[src/rtl/uart_tx_gen_if.sv]
// Host-side write interface of the UART transmitter: FIFO push strobe/data
// plus the FIFO status the host needs for flow control.
interface uart_tx_gen_if #(
    parameter int FIFO_AW = 2,
    parameter int DATA_W  = 8
);
    logic              wr_en;
    logic [DATA_W-1:0] wr_data;
    logic              txrdy;
    logic              overflow;
    logic [FIFO_AW:0]  fifo_count;

    modport master (
        output wr_en, wr_data,
        input  txrdy, overflow, fifo_count
    );

    modport slave (
        input  wr_en, wr_data,
        output txrdy, overflow, fifo_count
    );
endinterface

[src/rtl/uart_tx_gen.sv]
// UART transmitter with internal TX FIFO, 5..8 data bits, five parity modes,
// 1/1.5/2 stop bits and break generation, timed by a 16x oversample strobe.
module uart_tx_gen #(
    parameter int FIFO_AW = 2,
    parameter int DATA_W  = 8
) (
    input  logic          clk,
    input  logic          reset,
    input  logic          baud16_pulse,
    uart_tx_gen_if.slave  host,
    input  logic [1:0]    char_len,
    input  logic [2:0]    parity_mode,
    input  logic [1:0]    stop_mode,
    input  logic          break_req,
    output logic          tx,
    output logic          tx_busy,
    output logic          tx_done
);
    localparam int DEPTH = 1 << FIFO_AW;
    localparam logic [FIFO_AW:0] FULL_CNT = {1'b1, {FIFO_AW{1'b0}}};

    typedef enum logic [2:0] {IDLE, START, DATA, PARITY, STOP, BREAK} state_t;

    state_t              state, state_nxt;
    logic [DATA_W-1:0]   mem [DEPTH];
    logic [FIFO_AW-1:0]  wr_ptr, rd_ptr;
    logic [FIFO_AW:0]    count;
    logic                overflow_q;
    logic                full, push, load, brk_enter;
    logic [DATA_W-1:0]   shift;
    logic [3:0]          tick_cnt;
    logic [2:0]          bit_cnt;
    logic [1:0]          lat_len;
    logic [2:0]          lat_parity;
    logic [2:0]          lat_stop_halves;
    logic                par_acc;
    logic                bit_end, half_end, last_data, has_parity, stop_end;

    assign full            = (count == FULL_CNT);
    assign push            = host.wr_en && !full;
    assign brk_enter       = (state == IDLE) && break_req;
    assign load            = (state == IDLE) && !break_req && (count != '0);
    assign host.txrdy      = !full;
    assign host.fifo_count = count;
    assign host.overflow   = overflow_q;

    assign bit_end    = baud16_pulse && (tick_cnt == 4'd15);
    assign half_end   = baud16_pulse && (tick_cnt[2:0] == 3'd7);
    assign last_data  = (bit_cnt == ({1'b0, lat_len} + 3'd4));
    assign has_parity = (lat_parity == 3'd1) || (lat_parity == 3'd2) ||
                        (lat_parity == 3'd3) || (lat_parity == 3'd4);
    // Stop periods are counted in half bits so 1.5 stop bits fits the same counter.
    assign stop_end   = half_end && (bit_cnt == (lat_stop_halves - 3'd1));

    always_ff @(posedge clk) begin
        if (push) begin
            mem[wr_ptr] <= host.wr_data;
        end
    end

    always_ff @(posedge clk) begin
        if (reset) begin
            wr_ptr     <= '0;
            rd_ptr     <= '0;
            count      <= '0;
            overflow_q <= 1'b0;
        end else begin
            overflow_q <= host.wr_en && full;
            if (push) begin
                wr_ptr <= wr_ptr + 1'b1;
            end
            if (load) begin
                rd_ptr <= rd_ptr + 1'b1;
            end
            case ({push, load})
                2'b10:   count <= count + 1'b1;
                2'b01:   count <= count - 1'b1;
                default: count <= count;
            endcase
        end
    end

    always_ff @(posedge clk) begin
        if (reset) begin
            state <= IDLE;
        end else begin
            state <= state_nxt;
        end
    end

    always_comb begin
        state_nxt = state;
        case (state)
            IDLE: begin
                if (break_req) begin
                    state_nxt = BREAK;
                end else if (count != '0) begin
                    state_nxt = START;
                end
            end
            START:   if (bit_end) state_nxt = DATA;
            DATA: begin
                if (bit_end && last_data) begin
                    state_nxt = has_parity ? PARITY : STOP;
                end
            end
            PARITY:  if (bit_end) state_nxt = STOP;
            STOP:    if (stop_end) state_nxt = IDLE;
            BREAK:   if (bit_end && !break_req) state_nxt = STOP;
            default: state_nxt = IDLE;
        endcase
    end

    // Config is captured at frame load so mid-frame changes only affect the next frame.
    always_ff @(posedge clk) begin
        if (reset) begin
            shift           <= '0;
            tick_cnt        <= '0;
            bit_cnt         <= '0;
            lat_len         <= '0;
            lat_parity      <= '0;
            lat_stop_halves <= 3'd2;
            par_acc         <= 1'b0;
            tx_done         <= 1'b0;
        end else begin
            tx_done <= (state == STOP) && stop_end;
            if (load) begin
                shift      <= mem[rd_ptr];
                lat_len    <= char_len;
                lat_parity <= parity_mode;
                case (stop_mode)
                    2'b00:   lat_stop_halves <= 3'd2;
                    2'b01:   lat_stop_halves <= 3'd3;
                    default: lat_stop_halves <= 3'd4;
                endcase
                tick_cnt <= '0;
                bit_cnt  <= '0;
                par_acc  <= 1'b0;
            end else if (brk_enter) begin
                tick_cnt        <= '0;
                bit_cnt         <= '0;
                lat_stop_halves <= 3'd2;
            end else if ((state != IDLE) && baud16_pulse) begin
                tick_cnt <= tick_cnt + 4'd1;
                case (state)
                    DATA: begin
                        if (bit_end) begin
                            par_acc <= par_acc ^ shift[bit_cnt];
                            bit_cnt <= last_data ? 3'd0 : bit_cnt + 3'd1;
                        end
                    end
                    STOP: begin
                        if (stop_end) begin
                            bit_cnt <= '0;
                            par_acc <= 1'b0;
                        end else if (half_end) begin
                            bit_cnt <= bit_cnt + 3'd1;
                        end
                    end
                    default: begin
                        if (bit_end) begin
                            bit_cnt <= '0;
                        end
                    end
                endcase
            end
        end
    end

    always_comb begin
        tx      = 1'b1;
        tx_busy = (state != IDLE);
        case (state)
            START: tx = 1'b0;
            DATA:  tx = shift[bit_cnt];
            PARITY: begin
                case (lat_parity)
                    3'd1:    tx = ~par_acc;
                    3'd2:    tx = par_acc;
                    3'd4:    tx = 1'b0;
                    default: tx = 1'b1;
                endcase
            end
            BREAK:   tx = 1'b0;
            default: tx = 1'b1;
        endcase
    end
endmodule

[src/flat_wrapper.sv]
// flat-port wrapper written by rule: the top's interface ports become plain ports
module uart_tx_gen_flat 
#(
    parameter int FIFO_AW = 2,
    parameter int DATA_W  = 8
)
  (clk, reset, baud16_pulse, char_len, parity_mode, stop_mode, break_req, tx, tx_busy, tx_done, host_wr_en, host_wr_data, host_txrdy, host_overflow, host_fifo_count);
  uart_tx_gen_if #(.FIFO_AW(FIFO_AW), .DATA_W(DATA_W)) host_i ();
  input  logic clk;
  input  logic reset;
  input  logic baud16_pulse;
  input  logic [1:0] char_len;
  input  logic [2:0] parity_mode;
  input  logic [1:0] stop_mode;
  input  logic break_req;
  output logic tx;
  output logic tx_busy;
  output logic tx_done;
  input wire logic [$bits(host_i.wr_en)-1:0] host_wr_en;
  input wire logic [$bits(host_i.wr_data)-1:0] host_wr_data;
  output wire logic [$bits(host_i.txrdy)-1:0] host_txrdy;
  output wire logic [$bits(host_i.overflow)-1:0] host_overflow;
  output wire logic [$bits(host_i.fifo_count)-1:0] host_fifo_count;
  assign host_i.wr_en = host_wr_en;
  assign host_i.wr_data = host_wr_data;
  assign host_txrdy = host_i.txrdy;
  assign host_overflow = host_i.overflow;
  assign host_fifo_count = host_i.fifo_count;
  uart_tx_gen #(.FIFO_AW(FIFO_AW), .DATA_W(DATA_W)) u_core (.clk(clk), .reset(reset), .baud16_pulse(baud16_pulse), .host(host_i), .char_len(char_len), .parity_mode(parity_mode), .stop_mode(stop_mode), .break_req(break_req), .tx(tx), .tx_busy(tx_busy), .tx_done(tx_done));
endmodule
[config.mk]
export PLATFORM = sky130hd
export DESIGN_NAME = uart_tx_gen_flat
export DESIGN_NICKNAME = d
export VERILOG_FILES = /design/src/rtl/uart_tx_gen_if.sv /design/src/rtl/uart_tx_gen.sv /design/src/flat_wrapper.sv
export SDC_FILE = /design/constraint.sdc
export NUM_CORES = 1
export LEC_CHECK = 0
export ABC_CLOCK_PERIOD_IN_PS = 3800
export CAP_MARGIN = 20
export CELL_PAD_IN_SITES_DETAIL_PLACEMENT = 1
export CELL_PAD_IN_SITES_GLOBAL_PLACEMENT = 2
export CORE_UTILIZATION = 38
export CTS_CLUSTER_DIAMETER = 120
export CTS_CLUSTER_SIZE = 12
export DETAILED_ROUTE_END_ITERATION = 16
export HOLD_SLACK_MARGIN = 0.06
export PLACE_DENSITY_LB_ADDON = 0.05
export SKIP_CTS_REPAIR_TIMING = 1
export SYNTH_ARGS = -nofsm -noshare
export SYNTH_HDL_FRONTEND = slang
export SYNTH_SLANG_ARGS = --single-unit
[constraint.sdc]
create_clock -name clk -period 3.8 [get_ports clk]
set_input_delay 0.57 -clock clk [delete_from_list [all_inputs] [get_ports clk]]
set_output_delay 0.57 -clock clk [all_outputs]
set_load 0.05 [all_outputs]
==> reports/metrics.cfg <==
[run_status]
status=completed

[clocking]
clockRootBuffer=clkbuf_8
cts_made_buffers=9
cts_tree=built
clkTransAtPathRegs_ns=0.08
cts_sinks=68
clock_path_buffers=2
clk_latency_ns=0.35
cts_htree_levels=3

[drt]
drt-wirelength-per-cell_um=15.7
vias=2080
top_layer=met4
m1WireLength_mm=2.97
wl_met3_um=224
ant_nets=0
wl_met2_mm=3.10
via_per_inst=5.11
wl_mm=6.37
dr.first_iter.drc_count=48
dr.pass1.iters=6
drc_errors=0

[critical_path]
crit_chain=mux4_1 -> mux2_2 -> nand2b_1 -> a21oi_1 -> nor2_1 -> clkdlybuf4s50_1
slowest_delay_ns=0.69
arrival_ns=2.77
critical_path.startpoint=u_core.bit_cnt[0]
r2r_cells=9
cp_max_fo=7
r2r-end=u_core.host.fifo_count[2]
worst_path_max_delay_cell=clkdlybuf4s50_1
cp-start-kind=flop
r2r_slack_ns=0.90
cpLargestDelayFamily=multiplexers
cp.depth=6
r2r-start=u_core.state[2]
criticalPathCategory=reg -> out
path_buf_inv=1
crit_end=tx
critPathCaptureType=output pin
required_ns=3.23

[global_route]
grtUsageTotal_pct=16.9
grt_pass1_vias=2195
grt_overflow_total=0
antenna_found_initial=0
grt_pass1_wl_mm=11.0
grt_max_degree=31

[pwr]
p_clk_share_pct=22.2
p_switching_uw=926
p_int_uw=1480
finalPower_uw=2400
ir_worst_vdd_uv=295
p_leak_uw=0.00122
combPwrFrac_pct=35.5
p_seq_share_pct=42.3
netSwitchingFraction_pct=38.6
pwr_density_cell_mw_per_mm2=661

[finish]
n_antenna_cell=0
drive_gt1_share_pct=12.1
final_nets=330
fin_cells=407
syn_to_final_growth_pct=15.3

[yosys]
synthCells=274
synthXorXnorAreaFrac_pct=3.54
async_flop_share_pct=0
synth_nets=304
ys_ff_latch=68
synth_seq_area_share_pct=53.4
synth_edf_count=32
postSynthAreaPerCell_um2=11.5
synth-adder-area-share_pct=4.21
syn_area_mm2=0.00315
ys.flop_type=dfxtp_1
synth_top_family_by_area=simple AND/OR/NAND/NOR gates
ys_types=57
muxShareOfSynthArea_pct=8.07
yosys_warnings=0
synth_compound_area_share_pct=10.3
synth-simple-area-share_pct=15.5

[sta]
worst_slew_margin_rel_pct=44.7
setup_viol=0
worst_pin_slew_ns=0.828
setup_tns_ns=0
fin_crit_sh_pct=87.8
hold_viol=0
period_minus_slack_ns=3.34
grt_setup_unrepaired=no
maxSlewViolCount=0
fin_worst_skew_ns=0.00599
fmax_mhz=300

[floorplanning]
die_height_um=93.0
initial_core_util_pct=39.9
die_w_um=93.0
ios=28
die-area_mm2=0.00866
fp.coreArea_mm2=0.00789
num_rows=32

[place]
dp_cells=391
gp_congestion=0.690
dp.final_hpwl_mm=4.53
numPortBuffers=27

[hold_path]
holdCritPathClass=reg -> reg

[job]
max_cap_viol_count=0

## registers in the layout (all words and copies together), names as in the netlist
name	cells
u_core.state	3
u_core.host.overflow	1
u_core.bit_cnt	3
u_core.mem	32
u_core.rd_ptr	2
u_core.lat_len	2
u_core.lat_stop_halves	3
u_core.wr_ptr	2
u_core.tx_done	1
u_core.shift	8
u_core.lat_parity	3
u_core.par_acc	1
u_core.host.fifo_count	3
u_core.tick_cnt	4
## cell usage after synthesis, types with 4 or more instances
cell,n,share of area [%]
nor2_1,16,1.9
dfxtp_1,36,23
xor2_1,4,1.1
or3_1,5,0.99
inv_1,12,1.4
o21ai_0,6,0.95
buf_6,5,1.8
and3_1,4,0.79
nor3b_1,4,0.95
nand3_1,9,1.4
ha_1,9,3.6
mux4_2,8,5.7
edfxtp_1,32,31
nand2_1,42,5.0
xnor2_1,6,1.7
a21oi_1,25,4.0
## per-stage QoR
| step | setup WS, ns | hold slack [ns] | utilization (%) | instance area (µm²) |
|---|---|---|---|---|
| after floorplan | 0.881 | 0.432 | - | 3150 |
| after global placement | 0.804 | 0.450 | 43.8 | 3450 |
| after detailed placement | 0.725 | 0.453 | 43.8 | 3450 |
| after CTS | 0.426 | 0.466 | 46.1 | 3630 |
| after global routing | 0.319 | 0.482 | 46.1 | 3630 |
| final | 0.464 | 0.462 | 46.1 | 3630 |
## placed cells by master (no fill, tap or decap), types with 2 or more instances in the layout
master / n
clkinvlp_4: 2
mux4_2: 8
nor3_1: 2
buf_4: 2
clkinv_4: 3
nor2_1: 16
and3_1: 4
nand3_1: 9
ha_1: 9
o22ai_1: 2
clkdlybuf4s50_1: 27
nand2_1: 42
mux4_1: 2
nand3b_1: 2
a31oi_1: 2
clkbuf_8: 9
inv_1: 12
dfxtp_1: 36
or3_1: 5
edfxtp_1: 32
xor2_1: 4
xnor2_1: 6
a21boi_0: 2
o21ai_0: 6
a21oi_1: 25
nor3b_1: 4
## layout make-up
cell class	instances	area [µm²]
Fill cell	834	4260
Clock inverter	6	50.0
Multi-Input combinational cell	179	1310
Clock buffer	10	128
Timing Repair Buffer	29	285
Sequential cell	68	1680
Inverter	13	50.0
Tap cell	102	128
## cells by family after synthesis
logic type | count (synthesis)
AOI/OAI and AO/OA | 49
xor gates and xnor gates | 11
adders and majority gates | 10
buffers and inverters | 27
DFF | 68
muxes | 12
and+or+nand+nor | 97
## power by group through the flow
stage | logic [µW] | clock network (µW) | registers, µW
floorplan | 684 | 0 | 997
global placement | 857 | 0 | 1030
detailed placement | 865 | 0 | 1040
CTS | 870 | 558 | 1020
global route | 944 | 592 | 1040
finish | 852 | 534 | 1020
## routing by layer
metal / vias to the layer above / track usage, %
li1: 1040 / -
met2: 29 / 28.3
met4: 0 / 6.15
met5: - / 0
met3: 10 / 5.20
met1: 1001 / 20.3
## tightest hold or removal path, cell delays in order (launching register included)
cell     delay [ns]
dfxtp_1        0.32
nand2_1        0.05
a21oi_1        0.05
## worst min-delay path by stage
| stage | startpoint | to | cells past startpoint |
|---|---|---|---|
| finish | u_core.shift[1] | u_core.shift[1] | 2 |
| global route | u_core.shift[3] | u_core.shift[3] | 2 |
| CTS | u_core.shift[7] | u_core.shift[7] | 2 |
| detailed placement | u_core.shift[5] | u_core.shift[5] | 2 |
| global placement | u_core.shift[5] | u_core.shift[5] | 2 |
| floorplan | u_core.shift[1] | u_core.shift[1] | 2 |
Power figures use the tool's default switching activity.
